--- config.mk ---
export PLATFORM = sky130hd
export DESIGN_NAME = riscv_axi_mem_arbiter
export DESIGN_NICKNAME = d
export VERILOG_FILES = /design/src/rtl/riscv_axi_mem_arbiter.sv
export SDC_FILE = /design/constraint.sdc
export NUM_CORES = 1
export LEC_CHECK = 0
export CAP_MARGIN = 20
export CORE_AREA = 8 8 289 291
export CTS_CLUSTER_DIAMETER = 60
export DETAILED_ROUTE_END_ITERATION = 7
export DIE_AREA = 0 0 297 299
export HOLD_SLACK_MARGIN = 0.12
export PLACE_DENSITY = 0.36
export SLEW_MARGIN = 5
export SYNTH_ARGS = -nofsm -noshare
export SYNTH_HDL_FRONTEND = slang
export SYNTH_SLANG_ARGS = --single-unit
--- constraint.sdc ---
create_clock -name aclk -period 1.5 [get_ports aclk]
set_input_delay 0.45 -clock aclk [delete_from_list [all_inputs] [get_ports aclk]]
set_output_delay 0.45 -clock aclk [all_outputs]
set_load 0.02 [all_outputs]
--- src/rtl/riscv_axi_mem_arbiter.sv ---
// riscv_axi_mem_arbiter
//   2:1 AXI4 arbiter in front of the single DRAM master port. Port s0 is the
//   core memory port, s1 the host/debug loader path. Reads and writes
//   arbitrate independently and each direction carries one burst at a time.
//   The downstream ID is {port, upstream ID}. Responses are steered by the
//   registered grant, not by the returned ID.
//
// Ports
//   aclk, areset        single clock, asynchronous active-high reset
//   sN_ar*/sN_r*        upstream read address / read data (N = 0, 1)
//   sN_aw*/sN_w*/sN_b*  upstream write address / data / response
//   m_*                 downstream master, ID width ID_W+1
//
// Configuration
//   RISCV_AXI_ARB_FIXED_PRIO_EN  s0 always wins simultaneous requests and
//                                the round-robin pointers are removed.
//                                Default: round-robin per direction.
module riscv_axi_mem_arbiter #(
  parameter int ID_W   = 5,
  parameter int ADDR_W = 32,
  parameter int DATA_W = 64
) (
  input  logic              aclk,
  input  logic              areset,
  // s0
  input  logic [ID_W-1:0]   s0_arid,
  input  logic [ADDR_W-1:0] s0_araddr,
  input  logic [7:0]        s0_arlen,
  input  logic              s0_arvalid,
  output logic              s0_arready,
  output logic [ID_W-1:0]   s0_rid,
  output logic [DATA_W-1:0] s0_rdata,
  output logic [1:0]        s0_rresp,
  output logic              s0_rlast,
  output logic              s0_rvalid,
  input  logic              s0_rready,
  input  logic [ID_W-1:0]   s0_awid,
  input  logic [ADDR_W-1:0] s0_awaddr,
  input  logic [7:0]        s0_awlen,
  input  logic              s0_awvalid,
  output logic              s0_awready,
  input  logic [DATA_W-1:0] s0_wdata,
  input  logic [DATA_W/8-1:0] s0_wstrb,
  input  logic              s0_wlast,
  input  logic              s0_wvalid,
  output logic              s0_wready,
  output logic [ID_W-1:0]   s0_bid,
  output logic [1:0]        s0_bresp,
  output logic              s0_bvalid,
  input  logic              s0_bready,
  // s1
  input  logic [ID_W-1:0]   s1_arid,
  input  logic [ADDR_W-1:0] s1_araddr,
  input  logic [7:0]        s1_arlen,
  input  logic              s1_arvalid,
  output logic              s1_arready,
  output logic [ID_W-1:0]   s1_rid,
  output logic [DATA_W-1:0] s1_rdata,
  output logic [1:0]        s1_rresp,
  output logic              s1_rlast,
  output logic              s1_rvalid,
  input  logic              s1_rready,
  input  logic [ID_W-1:0]   s1_awid,
  input  logic [ADDR_W-1:0] s1_awaddr,
  input  logic [7:0]        s1_awlen,
  input  logic              s1_awvalid,
  output logic              s1_awready,
  input  logic [DATA_W-1:0] s1_wdata,
  input  logic [DATA_W/8-1:0] s1_wstrb,
  input  logic              s1_wlast,
  input  logic              s1_wvalid,
  output logic              s1_wready,
  output logic [ID_W-1:0]   s1_bid,
  output logic [1:0]        s1_bresp,
  output logic              s1_bvalid,
  input  logic              s1_bready,
  // downstream master
  output logic [ID_W:0]     m_arid,
  output logic [ADDR_W-1:0] m_araddr,
  output logic [7:0]        m_arlen,
  output logic              m_arvalid,
  input  logic              m_arready,
  input  logic [ID_W:0]     m_rid,
  input  logic [DATA_W-1:0] m_rdata,
  input  logic [1:0]        m_rresp,
  input  logic              m_rlast,
  input  logic              m_rvalid,
  output logic              m_rready,
  output logic [ID_W:0]     m_awid,
  output logic [ADDR_W-1:0] m_awaddr,
  output logic [7:0]        m_awlen,
  output logic              m_awvalid,
  input  logic              m_awready,
  output logic [DATA_W-1:0] m_wdata,
  output logic [DATA_W/8-1:0] m_wstrb,
  output logic              m_wlast,
  output logic              m_wvalid,
  input  logic              m_wready,
  input  logic [ID_W:0]     m_bid,
  input  logic [1:0]        m_bresp,
  input  logic              m_bvalid,
  output logic              m_bready
);

  typedef enum logic [1:0] {R_IDLE, R_ADDR, R_DATA} rd_st_t;
  typedef enum logic [1:0] {W_IDLE, W_ADDR, W_RESP} wr_st_t;

  rd_st_t rd_st_q, rd_st_d;
  wr_st_t wr_st_q, wr_st_d;
  logic   rd_g_q, rd_g_d, wr_g_q, wr_g_d;
  logic   aw_done_q, aw_done_d, w_done_q, w_done_d;
  logic   rd_pick, wr_pick, rd_done, wr_done;

  // Granted-port views of the upstream signals
  logic sg_arvalid, sg_rready, sg_awvalid, sg_wvalid, sg_wlast, sg_bready;
  assign sg_arvalid = rd_g_q ? s1_arvalid : s0_arvalid;
  assign sg_rready  = rd_g_q ? s1_rready  : s0_rready;
  assign sg_awvalid = wr_g_q ? s1_awvalid : s0_awvalid;
  assign sg_wvalid  = wr_g_q ? s1_wvalid  : s0_wvalid;
  assign sg_wlast   = wr_g_q ? s1_wlast   : s0_wlast;
  assign sg_bready  = wr_g_q ? s1_bready  : s0_bready;

  // Payload muxes / broadcasts; only the valids are steered
  assign m_arid   = {rd_g_q, rd_g_q ? s1_arid : s0_arid};
  assign m_araddr = rd_g_q ? s1_araddr : s0_araddr;
  assign m_arlen  = rd_g_q ? s1_arlen  : s0_arlen;
  assign m_awid   = {wr_g_q, wr_g_q ? s1_awid : s0_awid};
  assign m_awaddr = wr_g_q ? s1_awaddr : s0_awaddr;
  assign m_awlen  = wr_g_q ? s1_awlen  : s0_awlen;
  assign m_wdata  = wr_g_q ? s1_wdata  : s0_wdata;
  assign m_wstrb  = wr_g_q ? s1_wstrb  : s0_wstrb;
  assign m_wlast  = sg_wlast;

  assign s0_rid   = m_rid[ID_W-1:0];
  assign s1_rid   = m_rid[ID_W-1:0];
  assign s0_rdata = m_rdata;
  assign s1_rdata = m_rdata;
  assign s0_rresp = m_rresp;
  assign s1_rresp = m_rresp;
  assign s0_rlast = m_rlast;
  assign s1_rlast = m_rlast;
  assign s0_bid   = m_bid[ID_W-1:0];
  assign s1_bid   = m_bid[ID_W-1:0];
  assign s0_bresp = m_bresp;
  assign s1_bresp = m_bresp;

  // Returned ID MSB duplicates the registered grant, so it is not consulted
  logic unused_id_msb;
  assign unused_id_msb = m_rid[ID_W] ^ m_bid[ID_W];

`ifdef RISCV_AXI_ARB_FIXED_PRIO_EN
  assign rd_pick = ~s0_arvalid;
  assign wr_pick = ~s0_awvalid;
  logic unused_done;
  assign unused_done = rd_done ^ wr_done;
`else
  // Pointer names the port preferred on a tie; it points away from the last winner
  logic rd_ptr_q, wr_ptr_q;
  assign rd_pick = (s0_arvalid && s1_arvalid) ? rd_ptr_q : s1_arvalid;
  assign wr_pick = (s0_awvalid && s1_awvalid) ? wr_ptr_q : s1_awvalid;

  always_ff @(posedge aclk or posedge areset) begin
    if (areset) begin
      rd_ptr_q <= 1'b0;
      wr_ptr_q <= 1'b0;
    end else begin
      if (rd_done) rd_ptr_q <= ~rd_g_q;
      if (wr_done) wr_ptr_q <= ~wr_g_q;
    end
  end
`endif

  always_ff @(posedge aclk or posedge areset) begin
    if (areset) begin
      rd_st_q   <= R_IDLE;
      wr_st_q   <= W_IDLE;
      rd_g_q    <= 1'b0;
      wr_g_q    <= 1'b0;
      aw_done_q <= 1'b0;
      w_done_q  <= 1'b0;
    end else begin
      rd_st_q   <= rd_st_d;
      wr_st_q   <= wr_st_d;
      rd_g_q    <= rd_g_d;
      wr_g_q    <= wr_g_d;
      aw_done_q <= aw_done_d;
      w_done_q  <= w_done_d;
    end
  end

  // Read direction
  always_comb begin
    rd_st_d    = rd_st_q;
    rd_g_d     = rd_g_q;
    rd_done    = 1'b0;
    m_arvalid  = 1'b0;
    s0_arready = 1'b0;
    s1_arready = 1'b0;
    m_rready   = 1'b0;
    s0_rvalid  = 1'b0;
    s1_rvalid  = 1'b0;
    case (rd_st_q)
      R_IDLE: if (s0_arvalid || s1_arvalid) begin
        rd_g_d  = rd_pick;
        rd_st_d = R_ADDR;
      end
      R_ADDR: begin
        m_arvalid  = sg_arvalid;
        s0_arready = ~rd_g_q & m_arready;
        s1_arready =  rd_g_q & m_arready;
        if (sg_arvalid && m_arready) rd_st_d = R_DATA;
      end
      R_DATA: begin
        m_rready  = sg_rready;
        s0_rvalid = ~rd_g_q & m_rvalid;
        s1_rvalid =  rd_g_q & m_rvalid;
        if (m_rvalid && sg_rready && m_rlast) begin
          rd_done = 1'b1;
          rd_st_d = R_IDLE;
        end
      end
      default: rd_st_d = R_IDLE;
    endcase
  end

  // Write direction: AW and W run in parallel; the done flags let either finish first
  always_comb begin
    wr_st_d    = wr_st_q;
    wr_g_d     = wr_g_q;
    aw_done_d  = aw_done_q;
    w_done_d   = w_done_q;
    wr_done    = 1'b0;
    m_awvalid  = 1'b0;
    s0_awready = 1'b0;
    s1_awready = 1'b0;
    m_wvalid   = 1'b0;
    s0_wready  = 1'b0;
    s1_wready  = 1'b0;
    m_bready   = 1'b0;
    s0_bvalid  = 1'b0;
    s1_bvalid  = 1'b0;
    case (wr_st_q)
      W_IDLE: if (s0_awvalid || s1_awvalid) begin
        wr_g_d  = wr_pick;
        wr_st_d = W_ADDR;
      end
      W_ADDR: begin
        m_awvalid  = sg_awvalid & ~aw_done_q;
        s0_awready = ~wr_g_q & m_awready & ~aw_done_q;
        s1_awready =  wr_g_q & m_awready & ~aw_done_q;
        m_wvalid   = sg_wvalid & ~w_done_q;
        s0_wready  = ~wr_g_q & m_wready & ~w_done_q;
        s1_wready  =  wr_g_q & m_wready & ~w_done_q;
        aw_done_d  = aw_done_q | (m_awvalid & m_awready);
        w_done_d   = w_done_q  | (m_wvalid & m_wready & sg_wlast);
        if (aw_done_d && w_done_d) wr_st_d = W_RESP;
      end
      W_RESP: begin
        m_bready  = sg_bready;
        s0_bvalid = ~wr_g_q & m_bvalid;
        s1_bvalid =  wr_g_q & m_bvalid;
        if (m_bvalid && sg_bready) begin
          wr_done   = 1'b1;
          aw_done_d = 1'b0;
          w_done_d  = 1'b0;
          wr_st_d   = W_IDLE;
        end
      end
      default: wr_st_d = W_IDLE;
    endcase
  end

endmodule

==> flow_metrics.py <==
metrics = {
    "route": {
        "viasPerCell": 2.41,
        "firstDrtPassIters": 4,
        "routedWlPerCell_um": 15.1,
        "vias": 4579,
        "wl_mm": 28.6,
        "first_iter_violations": 84,
        "postRouteAntennaNets": 0,
        "post-route-drc-count": 0,
    },
    "placed_design": {
        "numPortBuffers": 525,
        "placed_area_mm2": 0.00988,
        "gp_congestion": 0.770,
        "dpl.hpwl_mm": 25.2,
    },
    "clock_tree": {
        "root_buffer": "clkbuf_16",
        "cts.htree.levels": 1,
        "clk_pin_slew_worst_paths_ns": 0.04,
        "hold_buffers": 0,
        "cts_buffers": 3,
        "cts_buffer_depth": 2,
        "cts_tree": "built",
        "cts.sinks": 10,
        "clk_latency_ns": 0.24,
    },
    "pwr": {
        "seqPwrFrac_pct": 4.1,
        "clockPowerShare_pct": 3.9,
        "power.density_mw_per_mm2": 1320,
        "p_sw_share_pct": 42.2,
        "p_sw_uw": 5740,
        "intPower_uw": 7850,
        "power_frac_comb_pct": 92.0,
        "p_leak_uw": 0.00430,
        "ir_drop_v": 0.000477,
    },
    "logic_synthesis": {
        "ys_types": 31,
        "async_flop_share_pct": 100,
        "synth_area_mm2": 0.00403,
        "synth_top_cell_by_area": "mux2_2",
        "synth_ff_type": "dfrtp_1",
        "synth-edff-count": 0,
        "synth-seq-cells": 10,
        "synth_seq_area_share_pct": 6.21,
        "ys_warn_count": 0,
        "yosysTopAreaCellShare_pct": 34.1,
        "synthTopCellsByArea": "mux2_2, buf_4, mux2_4",
        "syn_inst": 416,
        "syn_avg_cell_area_um2": 9.69,
        "syn_nets": 840,
    },
    "worst_setup_path": {
        "cp-startpoint": "wr_g_q",
        "end_kind": "output pin",
        "setup.worst_path.class": "flip-flop to output pin",
        "cp.required_ns": 1.05,
        "crit_arrival_ns": 1.71,
        "critPathMaxFanout": 11,
        "r2r-start": "wr_g_q",
        "start_kind": "flip-flop",
    },
    "final_layout": {
        "fin_area_mm2": 0.0103,
        "syn2layout_area_growth_pct": 155,
        "nets": 1271,
        "drive_gt1_share_pct": 51.5,
    },
    "timing": {
        "finalSetupViolations": 185,
        "fin_crit_ns": 2.16,
        "period_share_pct": 144,
        "tns_ns": -90.76,
        "fmax_ghz": 0.463,
        "max_slew_margin_pct": 80.5,
        "fin_worst_skew_ns": 0.000842,
        "tightest_slew_ns": 0.291,
        "rsz0062_at_grt": "true",
        "finalHoldViolations": 0,
        "finalWorstSetupSlack_ns": -0.662,
        "maxSlewViolCount": 0,
    },
    "status": {
        "violations": "setup timing",
        "status": "finished, violations left",
    },
    "grt": {
        "grt_pass1_vias": 5225,
        "grt_overflow": 0,
        "gr-usage-all-layers_pct": 5.64,
        "grt_pass1_wl_mm": 38.0,
        "grt_antenna_before_repair": 1,
        "grt_max_degree": 30,
    },
    "die": {
        "rows": 103,
        "die_x_um": 297,
        "core_area_mm2": 0.0786,
        "dieArea_mm2": 0.0888,
        "die_h_um": 299,
        "pin_count": 762,
        "initial_core_util_pct": 5.13,
    },
    "run": {
        "drv_cap": 0,
    },
    "hold_path": {
        "hold_class": "input port to async pin",
    },
}
[worst max-delay path, cell delays in order (launching register included)]
cell,delay (ns)
dfrtp_4,0.51
buf_8,0.17
bufbuf_16,0.29
mux2_4,0.32
buf_4,0.17
[timing repair]
| action | CTS | global route |
|---|---|---|
| pin swaps | 0 | 2 |
| endpoints found under the setup margin | 186 | 187 |
| gates resized for setup | 459 | 313 |
| setup buffers | 0 | 20 |
| cloned | 2 | 5 |
| endpoints found under the hold margin | 0 | 0 |
[cell families (layout without fill, tap and decap cells)]
logic type,Yosys count,in the layout,synth area share [%]
AO/OA/AOI/OAI,15,15,2.54
buffers and inverters,184,614,34.7
flip-flops,10,10,6.21
multiplexers,169,169,51.4
other,0,1,0
AND/OR/NAND/NOR,38,38,5.15
[power groups by stage]
stage	Combinational [uW]	Clock, uW	Sequential, uW
2_1_floorplan	6960	0	473
3_3_place_gp	11600	0	507
3_5_place_dp	11600	0	507
4_1_cts	11200	553	509
5_1_grt	13300	566	579
6_report	12500	529	555
[sequential cells by signal, summed over array words and instances (netlist names)]
name and flops:
rd_st_q 2, w_done_q 1, rd_ptr_q 1, rd_g_q 1, wr_ptr_q 1, wr_st_q 2, aw_done_q 1, wr_g_q 1
[per-layer routing]
metal  vias to the layer above  part of all wire (%)  track usage, %  wire, um
li1                       2145                     -               -         -
met1                      2082                    37            5.74     10600
met2                       306                    51            10.2     14400
met3                        46                    11            3.17      3190
met4                         0                   1.3           0.822       366
met5                         -                     0               0         0
[cells in the mapped netlist (2+ instances only)]
master   number
buf_2         6
nor2_1       11
and2_1        2
a31oi_1       2
nor2b_1       4
buf_4       167
o21ai_0       3
mux2_4       43
dfrtp_1      10
a21oi_1       5
mux2_2      122
nor3_2        2
nand2_1       6
and3_1        6
inv_1         4
mux2i_1       3
buf_8         6
[stage by stage]
stage,total power [uW],hold slack [ns],util [%],instances,setup WS (ns)
after floorplan,7430,0.290,-,416,-0.170
after global placement,12100,0.502,12.6,1865,-0.775
after detailed placement,12100,0.503,12.6,1865,-0.779
after CTS,12200,0.513,12.4,1871,-0.716
after global routing,14500,0.531,13.1,1896,-0.721
final,13600,0.503,13.1,1897,-0.662
[placed cells by master, fill, tap and decap left out, types with 5 or more instances in the layout]
master           instances
a21oi_1                  5
buf_12                  14
buf_2                   53
buf_4                   75
buf_6                   75
buf_8                    8
clkbuf_16                6
clkbuf_2                14
clkdlybuf4s15_2          6
clkdlybuf4s50_1        338
dfrtp_1                  8
dlygate4sd2_1           12
mux2_2                  49
mux2_4                 116
nand2_1                  6
nor2_1                   8
[path summary, 6_finish.rpt]
kind | to | slack (ns) | depth (start not counted)
worst max register to register | wr_st_q[0] | -0.13 | 6
min in group aclk | wr_ptr_q | 0.51 | 2
worst min-delay path | wr_st_q[1] | 0.50 | 3
max in group asynchronous | rd_g_q | 0.82 | 3
worst max-delay path | m_wdata[12] | -0.66 | 4
worst min register to register | wr_ptr_q | 0.51 | 2
[layout make-up]
cell class                 instances  area, um2
fill                            8985      68300
timing repair buffer             606       5900
multi-input combinational        222       2700
tap                             1050       1310
sequential                        10        255
clock buffer                       4       88.8
inverter                           4       15.0
antenna                            1       2.50
Power figures use the tool's default switching activity.
